**config.mk**
```make
export PLATFORM = sky130hd
export DESIGN_NAME = ahb_fabric_slv_arb
export DESIGN_NICKNAME = d
export VERILOG_FILES = /design/src/rtl/ahb_fabric_slv_arb.sv
export SDC_FILE = /design/constraint.sdc
export NUM_CORES = 1
export LEC_CHECK = 0
export BUFFER_PORTS_ARGS = -buffer_cell sky130_fd_sc_hd__buf_2
export CELL_PAD_IN_SITES_DETAIL_PLACEMENT = 1
export CELL_PAD_IN_SITES_GLOBAL_PLACEMENT = 2
export CORE_UTILIZATION = 26
export CTS_BUF_LIST = sky130_fd_sc_hd__clkbuf_2 sky130_fd_sc_hd__clkbuf_4 sky130_fd_sc_hd__clkbuf_8
export DETAILED_ROUTE_END_ITERATION = 7
export GPL_TIMING_DRIVEN = 0
export PLACE_DENSITY = 0.9
export SLEW_MARGIN = 20
export SYNTH_ARGS = -nofsm -noshare
export SYNTH_HDL_FRONTEND = slang
export SYNTH_SLANG_ARGS = --single-unit
```
**constraint.sdc**
```tcl
create_clock -name hclk -period 3.95 [get_ports hclk]
set_input_delay 0.5925 -clock hclk [delete_from_list [all_inputs] [get_ports hclk]]
set_output_delay 0.5925 -clock hclk [all_outputs]
set_load 0.005 [all_outputs]
```
**src/rtl/ahb_fabric_slv_arb.sv**
```systemverilog
// ---------------------------------------------------------------------------
// ahb_fabric_slv_arb
//
// Per-slave-port arbiter for the AHB fabric (one instance per slave port).
// Picks which master drives the slave address phase using round-robin
// arbitration, and tracks the data-phase owner so the fabric can steer the
// hwdata/hrdata/hresp muxes. The current owner keeps the port while it holds
// HMASTLOCK. With BURST_LOCK=1 it also keeps the port for the whole of a
// fixed-length or INCR burst.
//
// Ports
//   hclk           fabric clock; all state changes on the rising edge
//   hreset         synchronous, active-high reset
//   mst_hsel       per-master decode: master m addresses this slave
//   mst_htrans     per-master HTRANS (IDLE=0, BUSY=1, NONSEQ=2, SEQ=3)
//   mst_hburst     per-master HBURST
//   mst_hmastlock  per-master HMASTLOCK
//   slv_hready     slave HREADY; a transfer boundary when 1
//   slv_hresp      slave HRESP; 1 = ERROR
//   addr_gnt       one-hot address-phase owner; 0 = no owner (registered)
//   addr_idx       index of addr_gnt; 0 when there is no owner (registered)
//   data_valid     a transfer is in its data phase (registered)
//   data_idx       data-phase owner index for the data muxes (registered)
// ---------------------------------------------------------------------------
module ahb_fabric_slv_arb #(
    parameter int MST        = 4,
    parameter bit BURST_LOCK = 1'b0,
    localparam int IW        = (MST > 1) ? $clog2(MST) : 1
) (
    input  logic                 hclk,
    input  logic                 hreset,
    input  logic [MST-1:0]       mst_hsel,
    input  logic [MST-1:0][1:0]  mst_htrans,
    input  logic [MST-1:0][2:0]  mst_hburst,
    input  logic [MST-1:0]       mst_hmastlock,
    input  logic                 slv_hready,
    input  logic                 slv_hresp,
    output logic [MST-1:0]       addr_gnt,
    output logic [IW-1:0]        addr_idx,
    output logic                 data_valid,
    output logic [IW-1:0]        data_idx
);

    typedef enum logic [1:0] {
        ST_IDLE,    // no owner
        ST_OWN,     // owner present, re-arbitrated at every hready edge
        ST_HOLD     // owner kept (lock or burst in progress)
    } state_e;

    localparam logic [1:0] HTRANS_IDLE   = 2'd0;
    localparam logic [1:0] HTRANS_NONSEQ = 2'd2;
    localparam logic [1:0] HTRANS_SEQ    = 2'd3;
    localparam logic [2:0] HBURST_INCR   = 3'd1;

    // Remaining SEQ beats after the NONSEQ of a fixed-length burst.
    function automatic logic [3:0] burst_beats(input logic [2:0] hburst);
        logic [3:0] beats;
        case (hburst)
            3'd2, 3'd3: beats = 4'd3;    // WRAP4 / INCR4
            3'd4, 3'd5: beats = 4'd7;    // WRAP8 / INCR8
            3'd6, 3'd7: beats = 4'd15;   // WRAP16 / INCR16
            default:    beats = 4'd0;    // SINGLE / INCR
        endcase
        return beats;
    endfunction

    state_e          state_q, state_d;
    logic [MST-1:0]  gnt_q,   gnt_d;
    logic [IW-1:0]   idx_q,   idx_d;
    logic [IW-1:0]   rr_q,    rr_d;
    logic [3:0]      beat_q,  beat_d;
    logic            incr_q,  incr_d;
    logic            dv_q,    dv_d;
    logic [IW-1:0]   didx_q,  didx_d;

    logic [MST-1:0]  req;
    logic            owned;
    logic            accept;
    logic [1:0]      o_trans;
    logic [2:0]      o_burst;
    logic            o_lock;
    logic            hold_cond;
    logic            win_found;
    logic [IW-1:0]   win_idx;

    // A master requests when it addresses this slave with NONSEQ or SEQ.
    always_comb begin
        for (int m = 0; m < MST; m++) begin
            req[m] = mst_hsel[m] & mst_htrans[m][1];
        end
    end

    // Signals presented by the current address-phase owner.
    always_comb begin
        owned   = (state_q != ST_IDLE);
        o_trans = mst_htrans[idx_q];
        o_burst = mst_hburst[idx_q];
        o_lock  = mst_hmastlock[idx_q];
        accept  = slv_hready & owned & req[idx_q];
    end

    // Round-robin search starting just after the last winner. The last
    // candidate examined is rr_q itself, so the previous winner only keeps
    // the port when nobody else is asking.
    always_comb begin
        win_found = 1'b0;
        win_idx   = '0;
        for (int k = 1; k <= MST; k++) begin
            if (!win_found && req[(int'(rr_q) + k) % MST]) begin
                win_found = 1'b1;
                win_idx   = IW'((int'(rr_q) + k) % MST);
            end
        end
    end

    always_comb begin
        // NOTE: every signal driven here gets a default first, so no path
        // leaves one unassigned and no latch is inferred.
        state_d   = state_q;
        gnt_d     = gnt_q;
        idx_d     = idx_q;
        rr_d      = rr_q;
        beat_d    = beat_q;
        incr_d    = incr_q;
        dv_d      = dv_q;
        didx_d    = didx_q;
        hold_cond = 1'b0;

        if (slv_hready) begin
            // The accepted address moves into its data phase.
            dv_d = accept;
            if (accept) begin
                didx_d = idx_q;
            end

            if (BURST_LOCK) begin
                if (accept && o_trans == HTRANS_NONSEQ) begin
                    beat_d = burst_beats(o_burst);
                    incr_d = (o_burst == HBURST_INCR);
                end else begin
                    if (accept && o_trans == HTRANS_SEQ && beat_q != 4'd0) begin
                        beat_d = beat_q - 4'd1;
                    end
                    // An undefined-length burst ends when the owner stops
                    // presenting SEQ/BUSY.
                    if (o_trans == HTRANS_IDLE || o_trans == HTRANS_NONSEQ) begin
                        incr_d = 1'b0;
                    end
                end
            end

            hold_cond = owned && (o_lock || (beat_d != 4'd0) || incr_d);

            if ((accept || state_q == ST_HOLD) && hold_cond) begin
                state_d = ST_HOLD;
            end else begin
                // Ownership may move; burst tracking belongs to the old owner.
                beat_d = 4'd0;
                incr_d = 1'b0;
                if (win_found) begin
                    state_d = ST_OWN;
                    gnt_d   = MST'(1) << win_idx;
                    idx_d   = win_idx;
                    if (!owned || win_idx != idx_q) begin
                        rr_d = win_idx;
                    end
                end else begin
                    state_d = ST_IDLE;
                    gnt_d   = '0;
                    idx_d   = '0;
                end
            end
        end else if (slv_hresp) begin
            // First cycle of an ERROR response: the burst is abandoned, so
            // only a lock can keep the owner at the next hready edge.
            beat_d = 4'd0;
            incr_d = 1'b0;
        end
    end

    always_ff @(posedge hclk) begin
        // NOTE: sequential state uses non-blocking assignments so every
        // register samples the pre-edge values of the others.
        if (hreset) begin
            state_q <= ST_IDLE;
            gnt_q   <= '0;
            idx_q   <= '0;
            rr_q    <= IW'(MST - 1);   // master 0 wins the first arbitration
            beat_q  <= 4'd0;
            incr_q  <= 1'b0;
            dv_q    <= 1'b0;
            didx_q  <= '0;
        end else begin
            state_q <= state_d;
            gnt_q   <= gnt_d;
            idx_q   <= idx_d;
            rr_q    <= rr_d;
            beat_q  <= beat_d;
            incr_q  <= incr_d;
            dv_q    <= dv_d;
            didx_q  <= didx_d;
        end
    end

    assign addr_gnt   = gnt_q;
    assign addr_idx   = idx_q;
    assign data_valid = dv_q;
    assign data_idx   = didx_q;

endmodule

```
Word level (Yosys, flattened, before mapping). Cells that the tools add are included. W data, S select, Z words.

Flip-flop bits (word level): 18. Input port bits: 32.

$add $sub $neg: 4. $lt $le $gt $ge: 5. Equality and inequality tests: 3. Shift-type cells: 1. Muxes and demuxes: 34. Bitwise logic cells: 11. Reductions and logical operators: 24.

Operators by type and width (number): $mux W1 (18); $lt A3 B4 Y1 const B (4); $mux W4 (4); $bmux W1 S2 (6); $mux W2 (6); $reduce_or A2 Y1 (4); $and A1 B1 Y1 (6); $reduce_and A2 Y1 (3); $logic_and A1 B1 Y1 (5); $add A2 B1 Y2 const B (2); $add A2 B2 Y2 const B (2); $and A1 B1 Y1 const A (4); $logic_not A1 Y1 (4); $logic_or A1 B1 Y1 (4); $reduce_and A4 Y1 (1); $reduce_bool A2 Y1 (2); $reduce_bool A4 Y1 (1); $shl A1 B2 Y4 const A (1); $lt A2 B3 Y1 const B (1); $eq A2 B2 Y1 const B (1); $ne A2 B2 Y1 (1); $ne A2 B2 Y1 const B (1); $not A1 Y1 (1).

Logic depth before layout (Yosys ltp).
Depth after elaboration: 19. Gate-level depth with buffers: 7. Gate-level depth less buffers: 6.

Worst setup path after synthesis. No wires, ideal clock.

Path kind: input port to flip-flop. Start: in mst_hsel[1]. End: reg rr_q[0]. Arrival: 1887 ps. Required time: 3822 ps. Path slack: 1935 ps. Stages: 6. Path buffers: 0. Path through: nand2_1 -> mux4_1 -> a31oi_4 -> nand2b_4 -> a31oi_1 -> mux2i_1.

Longest elaborated chain between the ends: 17.

Ends and longest elaborated chain: start: declaration (line 32) `input logic [MST-1:0] mst_hsel,`; $and A1 B1 Y1 (*) (line 89) `req[m] = mst_hsel[m] & mst_htrans[m][1];`; $bmux W1 S2 (line 109) `if (!win_found && req[(int'(rr_q) + k) % MST]) begin`; $mux W1 (not written as such) (2 in a row) (line 109); $mux W1 (line 109); $logic_not A1 Y1 (line 109); $logic_and A1 B1 Y1 (line 109); $mux W1 (line 109); $logic_not A1 Y1 (line 109); $logic_and A1 B1 Y1 (line 109); $mux W1 (line 109); $logic_not A1 Y1 (line 109); $logic_and A1 B1 Y1 (line 109); $mux W2 (line 109); $ne A2 B2 Y1 (line 164) `if (!owned || win_idx != idx_q) begin`; $logic_or A1 B1 Y1 (line 164); $reduce_and A4 Y1 (no source line); end signal: assignment (line 188) `rr_q <= IW'(MST - 1);`; end signal: assignment (line 197) `rr_q <= rr_d;`; end: declaration (line 70) `logic [IW-1:0] rr_q, rr_d;`.

Every way passes the cells marked *; elsewhere a longest branch is shown, timed or not. The select of a mux whose other input is x is not followed. A chain may end at the register's enable or synchronous reset.

Worst setup path after layout.
Start: reg idx_q[0], in the netlist addr_idx[0]. End: reg gnt_q[3], in the netlist addr_gnt[3].

Longest elaborated chain between the ends: 8.

Ends and longest elaborated chain: start: declaration (line 69) `logic [IW-1:0] idx_q, idx_d;`; start signal: assignment (line 196) `idx_q <= idx_d;`; $bmux W1 S2 (line 98) `o_lock = mst_hmastlock[idx_q];`; $mux W1 (not written as such) (line 98); $logic_or A1 B1 Y1 (2 in a row) (line 152) `hold_cond = owned && (o_lock || (beat_d != 4'd0) || incr_d);`; $logic_and A1 B1 Y1 (line 152); $logic_and A1 B1 Y1 (*) (line 154) `if ((accept || state_q == ST_HOLD) && hold_cond) begin`; $not A1 Y1 (no source line) (*); $reduce_and A2 Y1 (no source line) (*); end signal: assignment (line 195) `gnt_q <= gnt_d;`; end: declaration (line 68) `logic [MST-1:0] gnt_q, gnt_d;`.

Marked as above.

==> results.toml <==
[run_status]
outcome = "finished clean"

[die]
initial_core_util_pct = 28.6
die_w_um = 55.1
dieArea_mm2 = 0.00304
num_io_pins = 41
core-area_mm2 = 0.00257
rows = 18
dieHeight_um = 55.1

[synthesis]
netlist_area_um2 = 733
yosysSeqAreaShare_pct = 35.5
synth_nets = 113
ys.warnings.count = 0
synth_edf_count = 0
ys.flop_type = "dfxtp_1"
synth-seq-cells = 13
async_flop_share_pct = 0
synth.distinct_cells = 34
syn_avg_cell_area_um2 = 9.05
synthCells = 81

[sta]
fin_crit_ps = 2040
fin_skew_ps = 2.74
finalCritPeriodShare_pct = 51.7
slew_headroom_pct = 49.1
drv_slew = 0
fin_tns_setup_ps = 0
worst_pin_slew_ps = 754
timing.fmax_mhz = 490
hold_viol = 0
rsz0062_at_grt = "no"
setup_viol = 0

[clocking]
clkTransAtPathRegs_ps = 80
clock_sinks = 13
cts_resized = 0
h-tree-depth = 1
cts_root_buf = "clkbuf_4"
cts_buffers = 3
cts_hold_buf = 0
cts_tree = "built"
cts_buffer_depth = 2
cts_setup_buffers = 0
clk_latency_ps = 280

[worst_setup_path]
r2r_end = "addr_gnt[3]$_SDFFE_PP0P_"
r2r_cells = 7
worst_setup_path_end_kind = "register"
r2r_slack_ps = 1910
cp.arrival_ps = 2260
startpoint = "addr_idx[0]$_SDFFE_PP0P_"
regToRegStartpoint = "addr_idx[0]$_SDFFE_PP0P_"
critPathMaxFanout = 9
path_class = "register to register"
crit_required_ps = 4170
worstSetupEndpoint = "addr_gnt[3]$_SDFFE_PP0P_"
start_kind = "register"

[final_layout]
layout.nets = 141
synthToLayoutAreaGrowth_pct = 24.9
final_cell_mix = "buf_2 (24), dfxtp_1 (13), nand2_1 (12)"
drive_gt1_share_pct = 34.3
instances_no_fill = 138
multi_input_area_um2 = 449
n_fill_cell = 319
n_antenna_cell = 0
final_common_cell = "buf_2"
regArea_um2 = 260

[pwr]
irDropWorstVdd_uv = 197
powerDensity_mw_per_mm2 = 363
total_leakage_power_uw = 0.000406

[grt]
grt_start_max_net_pins = 11
grt_antenna_before_repair = 0
track_usage_pct = 13.2
overflow = 0
grt_pass1_vias = 648
grt_pass1_wl_mm = 2.73

[routing]
ant_nets = 0
wl_per_cell_um = 13.2
drtIter0Drc = 2
drc = 0
wirelength_mm = 1.82
viasPerCell = 4.98
drt_first_pass_iters = 3
vias = 687

[hold_path]
hold_path.class = "register to register"

[placed_design]
finalWeightedCongestion = 0.763
io_buffers = 23
placed_cells = 134
hpwl_mm = 1.42

[flow_run]
maxCapViolCount = 0
==> worst min path at each step <==
stage / startpoint / to / cells after the start
finish: addr_gnt[1]$_SDFFE_PP0P_ / addr_gnt[1]$_SDFFE_PP0P_ / 2
global route: addr_gnt[1]$_SDFFE_PP0P_ / addr_gnt[1]$_SDFFE_PP0P_ / 2
CTS: addr_gnt[1]$_SDFFE_PP0P_ / addr_gnt[1]$_SDFFE_PP0P_ / 2
detailed placement: addr_gnt[1]$_SDFFE_PP0P_ / addr_gnt[1]$_SDFFE_PP0P_ / 2
global placement: state_q[1]$_SDFFE_PP0P_ / state_q[1]$_SDFFE_PP0P_ / 1
floorplan: state_q[1]$_SDFFE_PP0P_ / state_q[1]$_SDFFE_PP0P_ / 1
==> kinds of logic after synthesis <==
kind of cell	share of synthesized area (%)
and+or+nand+nor	24.6
AOI/OAI and AO/OA	23.6
xor gates and xnor gates	2.39
muxes	10.8
DFF	35.5
buffers and inverters	3.24
==> state kept, by name (all words and copies together) (netlist names) <==
signal,cells
data_idx,2
addr_gnt,4
rr_q,2
data_valid,1
state_q,2
addr_idx,2
==> layout make-up <==
type | instances | share of cell area [%]
multi-input combinational | 64 | 49.0
sequential | 13 | 28.4
timing repair buffer | 23 | 12.6
tap | 30 | 4.10
clock buffer | 4 | 3.28
buffer | 3 | 2.19
inverter | 1 | 0.410
==> stage by stage <==
stage	cell area (um2)	utilization, %	setup WS, ps	hold slack [ps]	power [uW]
after floorplan	733	-	1930	420	214
after global placement	886	34.5	1690	431	239
after detailed placement	886	34.5	1650	439	243
after CTS	916	35.7	1890	459	336
after global routing	916	35.7	1790	492	352
final	916	35.7	1910	455	333
==> layer usage <==
layer	part of all wire, %	vias up	track usage (%)
met1	46	319	14.6
met5	0	-	0
met4	2.8	0	8.75
li1	-	347	-
met2	47	16	23.5
met3	4.3	5	1.64
==> synth_stat cells (2+ instances only) <==
library cell | count | share of area, %
nor2b_1 | 2 | 1.7
nand2b_1 | 2 | 1.7
a21oi_1 | 4 | 2.7
nor2_1 | 10 | 5.1
nand3_1 | 2 | 1.4
nand2_1 | 12 | 6.1
o21a_1 | 3 | 3.1
o21ai_2 | 2 | 2.4
dfxtp_1 | 13 | 35
and2_1 | 3 | 2.6
mux2i_1 | 3 | 4.1
o221ai_1 | 3 | 3.6
==> critical path, stage by stage, from the launching register on <==
cell	delay, ps
dfxtp_1	340
buf_6	150
mux4_2	510
a21boi_2	200
a31oi_4	90
nand2b_4	180
or3_4	350
o21ai_2	150
==> report_power, final <==
part	switching, uW	internal [uW]	leakage, uW
sequential	7.96	141	0.000106
clock	47.6	46.2	0.0000184
combinational	47.7	42.5	0.000281
Note: power is estimated with default switching activity, not from simulation.
